`config.mk`:
```
export PLATFORM = sky130hd
export DESIGN_NAME = ula_acumulador_seq
export DESIGN_NICKNAME = d
export VERILOG_FILES = /design/src/rtl/ula_acumulador_seq.sv
export SDC_FILE = /design/constraint.sdc
export NUM_CORES = 1
export LEC_CHECK = 0
export CAP_MARGIN = 20
export CORE_MARGIN = 3
export CORE_UTILIZATION = 23
export CTS_CLUSTER_SIZE = 12
export DETAILED_ROUTE_END_ITERATION = 8
export GPL_TIMING_DRIVEN = 0
export SLEW_MARGIN = 20
export SYNTH_ARGS = -nofsm -noshare
export SYNTH_HDL_FRONTEND = slang
export SYNTH_SLANG_ARGS = --single-unit
```
`constraint.sdc`:
```
create_clock -name clk_2 -period 3.54 [get_ports clk_2]
set_input_delay 0.708 -clock clk_2 [delete_from_list [all_inputs] [get_ports clk_2]]
set_output_delay 0.708 -clock clk_2 [all_outputs]
set_load 0.05 [all_outputs]
```
`src/rtl/ula_acumulador_seq.sv`:
```
// Sequential N-bit ALU with accumulator, registered flags, start/busy/done
// handshake and a multi-cycle shift-add unsigned multiplier.
module ula_acumulador_seq #(
    parameter int NBITS    = 8,
    parameter int CNT_BITS = $clog2(NBITS) + 1
) (
    input  logic             clk_2,
    input  logic             reset,
    input  logic             start,
    input  logic [1:0]       op,
    input  logic             use_acc,
    input  logic [NBITS-1:0] a_in,
    input  logic [NBITS-1:0] b_in,
    output logic [NBITS-1:0] result,
    output logic             flag_zero,
    output logic             flag_carry,
    output logic             flag_ovf,
    output logic             flag_neg,
    output logic             busy,
    output logic             done
);

    localparam logic [1:0] OP_ADD = 2'b00;
    localparam logic [1:0] OP_SUB = 2'b01;
    localparam logic [1:0] OP_AND = 2'b10;
    localparam logic [1:0] OP_MUL = 2'b11;

    typedef enum logic {IDLE, MUL} state_t;

    state_t                state_q, state_d;
    logic [NBITS-1:0]      result_q, result_d;
    logic                  zero_q, zero_d, carry_q, carry_d;
    logic                  ovf_q, ovf_d, neg_q, neg_d;
    logic                  done_q, done_d;
    logic [2*NBITS-1:0]    prod_q, prod_d, mcand_q, mcand_d;
    logic [NBITS-1:0]      mplier_q, mplier_d;
    logic [CNT_BITS-1:0]   cnt_q, cnt_d;

    logic                  accept;
    logic                  mul_last;
    logic [NBITS-1:0]      op_a;
    logic [NBITS:0]        sum, diff;
    logic [2*NBITS-1:0]    prod_next;
    logic                  wr_en, wr_carry, wr_ovf;
    logic [NBITS-1:0]      wr_res;

    assign accept    = start && (state_q == IDLE);
    assign mul_last  = (state_q == MUL) && (cnt_q == CNT_BITS'(1));
    assign op_a      = use_acc ? result_q : a_in;
    assign sum       = {1'b0, op_a} + {1'b0, b_in};
    assign diff      = {1'b0, op_a} - {1'b0, b_in};
    assign prod_next = prod_q + (mplier_q[0] ? mcand_q : '0);

    // State register
    always_ff @(posedge clk_2) begin
        if (reset) state_q <= IDLE;
        else       state_q <= state_d;
    end

    // Next-state logic
    always_comb begin
        state_d = state_q;
        case (state_q)
            IDLE:    if (accept && op == OP_MUL) state_d = MUL;
            MUL:     if (mul_last)               state_d = IDLE;
            default: state_d = IDLE;
        endcase
    end

    // FSM outputs
    always_comb begin
        busy = (state_q == MUL);
    end

    // NOTE: every signal gets a default first so no path leaves it unassigned and infers a latch.
    always_comb begin
        prod_d   = prod_q;
        mcand_d  = mcand_q;
        mplier_d = mplier_q;
        cnt_d    = cnt_q;
        done_d   = 1'b0;
        wr_en    = 1'b0;
        wr_res   = result_q;
        wr_carry = 1'b0;
        wr_ovf   = 1'b0;

        if (accept) begin
            case (op)
                OP_ADD: begin
                    wr_en    = 1'b1;
                    wr_res   = sum[NBITS-1:0];
                    wr_carry = sum[NBITS];
                    wr_ovf   = (op_a[NBITS-1] == b_in[NBITS-1]) &&
                               (sum[NBITS-1] != op_a[NBITS-1]);
                end
                OP_SUB: begin
                    wr_en    = 1'b1;
                    wr_res   = diff[NBITS-1:0];
                    wr_carry = diff[NBITS];
                    wr_ovf   = (op_a[NBITS-1] != b_in[NBITS-1]) &&
                               (diff[NBITS-1] != op_a[NBITS-1]);
                end
                OP_AND: begin
                    wr_en  = 1'b1;
                    wr_res = op_a & b_in;
                end
                default: begin
                    prod_d   = '0;
                    mcand_d  = {{NBITS{1'b0}}, op_a};
                    mplier_d = b_in;
                    cnt_d    = CNT_BITS'(NBITS);
                end
            endcase
        end else if (state_q == MUL) begin
            prod_d   = prod_next;
            mcand_d  = mcand_q << 1;
            mplier_d = mplier_q >> 1;
            cnt_d    = cnt_q - CNT_BITS'(1);
            if (mul_last) begin
                wr_en  = 1'b1;
                wr_res = prod_next[NBITS-1:0];
                wr_ovf = |prod_next[2*NBITS-1:NBITS];
            end
        end

        result_d = result_q;
        zero_d   = zero_q;
        carry_d  = carry_q;
        ovf_d    = ovf_q;
        neg_d    = neg_q;
        if (wr_en) begin
            result_d = wr_res;
            zero_d   = (wr_res == '0);
            carry_d  = wr_carry;
            ovf_d    = wr_ovf;
            neg_d    = wr_res[NBITS-1];
            done_d   = 1'b1;
        end
    end

    // Datapath registers; reset overrides a running multiply without a done
    always_ff @(posedge clk_2) begin
        if (reset) begin
            result_q <= '0;
            zero_q   <= 1'b0;
            carry_q  <= 1'b0;
            ovf_q    <= 1'b0;
            neg_q    <= 1'b0;
            done_q   <= 1'b0;
            prod_q   <= '0;
            mcand_q  <= '0;
            mplier_q <= '0;
            cnt_q    <= '0;
        end else begin
            result_q <= result_d;
            zero_q   <= zero_d;
            carry_q  <= carry_d;
            ovf_q    <= ovf_d;
            neg_q    <= neg_d;
            done_q   <= done_d;
            prod_q   <= prod_d;
            mcand_q  <= mcand_d;
            mplier_q <= mplier_d;
            cnt_q    <= cnt_d;
        end
    end

    assign result     = result_q;
    assign flag_zero  = zero_q;
    assign flag_carry = carry_q;
    assign flag_ovf   = ovf_q;
    assign flag_neg   = neg_q;
    assign done       = done_q;

endmodule
```
# Word-level counts from Yosys, hierarchy flattened
# Cells that the tools add are included.
# W data, S select, Z words.
# totals
wordCells	69
ff_bits	58
input_bits	22
out_inout_bits	14
# classes
n_mux	32
bitwise_logic	2
reduce_logical	11
n_addsub	4
n_eq_ne	9
# op_table
op	n
$mux W16	7
$mux W8	7
$pmux W8 S3	1
$add A16 B16 Y16	1
$mux W4	3
$mux W1	11
$add A8 B8 Y9	1
$sub A8 B8 Y9	1
$and A8 B8 Y8	1
$logic_not A8 Y1	1
$reduce_or A8 Y1	1
$pmux W1 S2	3
$logic_and A1 B1 Y1	5
$eq A2 B2 Y1 const B	2
$eq A4 B1 Y1 const B	1
$sub A4 B1 Y4 const B	1
$ne A1 B1 Y1	3
$reduce_or A3 Y1	1
$eq A2 B1 Y1 const B	1
$logic_not A2 Y1	1
$ne A2 B2 Y1 const B	1
$reduce_and A2 Y1	1
$reduce_bool A2 Y1	1
$eq A1 B1 Y1	1
$not A1 Y1	1

# Logic depth before layout (Yosys ltp)
# depth
depth_word	6
ltp_mapped	14
mapped_depth_nobuf	13

# Worst setup path after synthesis
# OpenSTA, ideal clock, no wires.
# synth_timing
kind	input -> register
from	in use_acc
to	reg zero_q, in the netlist flag_zero
setup_ns	0.069
path_stages	12
required_time_ns	3.471
n_path_buf	1
arrival_time_ns	3.645
slack_ns	-0.174
path_cell_list	clkbuf_1 mux2_2 ha_1 fa_1 nor2b_1 o21bai_1 a221oi_1 o31a_2 xnor2_1 a221o_1 or4_1 o21ai_1
# synth_via
elab_chain_len	5
word_cells_on_any_way	7
classes_between	add/sub: 2; mux: 3; bitwise: 1; reduce/logical: 1
# synth_rtl
element	line	text
start, declared	11	input logic use_acc,
$mux W8 (*)	49	assign op_a = use_acc ? result_q : a_in;
$sub A8 B8 Y9, or another cell as far along	51	assign diff = {1'b0, op_a} - {1'b0, b_in};
$pmux W8 S3 (*)	88	case (op)
$mux W8 (*)	87	if (accept) begin
$logic_not A8 Y1 (*)	133	zero_d = (wr_res == '0);
end signal, assigned	156	zero_q <= zero_d;
end, declared	32	logic zero_q, zero_d, carry_q, carry_d;
# Mark *: on every way between the ends. The rest lies on a longest branch, timed or not.
# A chain may end at the register's enable or synchronous reset.

# Worst setup path in the final report
# layout_timing
from	in a_in[0]
to	reg zero_q, in the netlist flag_zero
# layout_via
elab_chain_len	5
word_cells_on_any_way	7
classes_between	add/sub: 2; mux: 3; bitwise: 1; reduce/logical: 1
# layout_rtl
element	line	text
start, declared	12	input logic [NBITS-1:0] a_in,
$mux W8 (*)	49	
$sub A8 B8 Y9, or another cell as far along	51	
$pmux W8 S3 (*)	88	
$mux W8 (*)	87	
$logic_not A8 Y1 (*)	133	
# Marks and branches as above.

==> metrics.cfg <==
[run_status]
status=finished clean

[drt]
firstDrtPassIters=5
via_per_inst=4.82
routed_wl_um=11700
drt_iter0_drc=319
drc=0
via_count=3751
wl_per_cell_um=15.1
postRouteAntennaNets=0

[sta]
finalClockSkew_ps=8.27
hold_viol=0
slew_viol_final=0
finalCritPeriodShare_pct=98.3
tightestPinTransition_ps=595
period_needed_ps=3480
setup_viol=0
final.setup.worst_slack_ps=61.6
fmaxAchievable_mhz=287
maxSlewHeadroom_pct=60.3
grt_setup_unrepaired=yes

[worst_setup_path]
path_max_fanout=3
path_buf_inv=1
r2r-start=mplier_q[0]
critPathArrivalTime_ps=3740
cp.required_ps=3800
crit_chain=clkdlybuf4s50_1 > mux2_4 > ha_4 > fa_1 > nor2b_1 > o21bai_1 > a221oi_2 > o31a_2 > xnor2_1 > a221o_1 > or4_1 > o21ai_1
timing.rr.end=flag_ovf
worst_setup_path_start_kind=input pin
r2r_slack_ps=240
r2r_cells=11
cp_top_family=compound AO/OA/AOI/OAI gates
critPathKind=input pin to register
end_kind=register
critical-path-max-stage-delay_ps=420
critical_path.slowest_cell=or4_1

[min_path]
min_path_cells=2
hp-class=register to register
hold-path-endpoint=flag_carry
min-delay-start=flag_carry

[global_routing]
grt_pass1_vias=3586
grtUsageMet1_pct=18.7
gr-max-usage-layer=met2
antenna_found_initial=0
grt_util_all_layers_pct=12.6
gr-total-overflow=0
grt_use_met2_pct=18.9
grt_pass1_wl_um=18900
use_met3_pct=2.26
grt_max_degree=11

[logic_synthesis]
synthesis.nets=569
syn_inst=509
yosysUniqueCellTypes=53
syn_area_per_cell_um2=7.85
synth_area_leaders=dfxtp_1, ha_1, a21oi_1, nor2_1, nand2_1
yosysTopAreaCell=dfxtp_1
yosysMostFrequentCell=nor2_1
synth_top_area_share_pct=28.6
synth_common_cells=nor2_1, dfxtp_1, a21oi_1
synth_flop_cell=dfxtp_1
syn-cell-area_mm2=0.00400
synthArstFlopShare_pct=0
synth-seq-area-share_pct=28.6
ys_warn_count=0
synth_edf_count=0
synth-seq-cells=57

[layout]
n_fill_cell=1845
seq_area_mm2=0.00114
area.growth.synth_to_final_pct=24.3
antenna_cells=0
multi_input_area_mm2=0.00270
utilization_pct=29.5
final_layout_size_suffix_gt1_share_pct=8.24
final_nets=615

[clocking]
numCtsBuffers=9
cts_tree=built
root_buffer=clkbuf_16
cts.htree.levels=3
clk_pin_slew_ps=50
clk-insertion-delay-late_ps=330
ctsHoldBuffers=0
max-clock-path-buffers=2
clock-sinks=57

[die]
fp-row-count=47
fp.coreArea_mm2=0.0168
die_h_um=138
start_util_pct=23.8
dieArea_mm2=0.0190
fp.dieW_um=138
pin_count=36

[placement]
port_buffers=32
dpl.hpwl_um=8860
pre_cts_slack_ps=-385
gp_congestion=0.813

[power_and_ir_drop]
p_leak_nw=2.09
power_density_mw_per_mm2=413
peakVddDrop_mv=0.221

[job]
maxCapViolations=0

## worst register-to-register path, delay by kind of cell (launching register included)
kind | cells | cell delay [ps]
fa+ha+maj | 1 | 240
flops | 1 | 400
simple gates | 5 | 1210
compound gates | 4 | 1100
buf+inv | 1 | 250
## state kept, by name, summed over array words and instances (netlist names)
name and flops:
flag_carry 1, busy 1, prod_q 16, flag_zero 1
mplier_q 8, result 8, done 1, flag_ovf 1
mcand_q 16, cnt_q 4
## metal layers
metal  routed length, um  vias to the layer above
met5                   0                        -
li1                    -                     1896
met2                5030                       78
met3                 513                       12
met1                6100                     1765
met4                 107                        0
## area by class of cell
cell class / instances / area share [%]
Multi-Input combinational cell: 404 / 54.3
Timing Repair Buffer: 35 / 6.90
Clock inverter: 3 / 1.31
Inverter: 20 / 1.51
Sequential cell: 57 / 23.0
Tap cell: 220 / 5.54
Clock buffer: 11 / 5.09
Buffer: 28 / 2.39
## power breakdown
group	internal, W	switching (W)	total (W)
logic	0.000167	0.000253	0.000420
registers	0.000669	0.0000239	0.000693
clock network	0.000644	0.000294	0.000938
total	0.00148	0.000571	0.00205
## cells in the final DEF (no fill, tap or decap), types with 4 or more instances in the layout
master / n
xor2_1: 11
a21oi_1: 49
buf_4: 4
clkbuf_16: 9
nand2_1: 45
ha_1: 34
a311oi_1: 7
a22oi_1: 9
a211oi_1: 5
and3_1: 18
nand2b_1: 5
nor3_1: 10
o21ai_0: 20
a21o_1: 10
and2_1: 16
a31oi_1: 6
xnor2_1: 12
nand3_1: 10
nor2_1: 64
dfxtp_1: 56
clkbuf_1: 18
nor2b_1: 14
buf_2: 4
mux2_2: 9
inv_1: 20
clkdlybuf4s50_1: 32
## worst max path at each step
| stage | depth (start not counted) | from | endpoint |
|---|---|---|---|
| after CTS | 12 | a_in[0] | flag_zero |
| after global routing | 14 | a_in[0] | flag_zero |
| final | 12 | a_in[0] | flag_zero |
| after floorplan | 12 | use_acc | flag_zero |
| after global placement | 12 | a_in[0] | flag_zero |
| after detailed placement | 12 | a_in[0] | flag_zero |
## per-stage QoR
stage                     std cells  hold slack (ps)  area [um^2]  power, W  TNS [ps]
after floorplan                 509              445         4010  0.000979         0
final                           778              467         4970   0.00205         0
after CTS                       776              472         4950   0.00205     -44.7
after detailed placement        761              456         4600   0.00111      -572
after global placement          761              449         4600   0.00111      -614
after global routing            778              489         4970   0.00213     -34.3
## timing repair
| action | 4_1_cts | 5_1_grt |
|---|---|---|
| gates resized for setup | 4 | 3 |
| buffers inserted | 1 | 2 |
| setup endpoints to repair | 2 | 2 |
| pin swaps | 2 | 3 |
## logic make-up after synthesis
group / Yosys count / synth area share (%)
adders and majority gates: 38 / 12.5
DFF: 57 / 28.6
and+or+nand+nor: 195 / 23.4
AOI/OAI and AO/OA: 136 / 22.5
buffers and inverters: 48 / 4.73
muxes: 12 / 3.32
xor gates and xnor gates: 23 / 5.04
No activity file was read; power rests on OpenSTA's default activity.
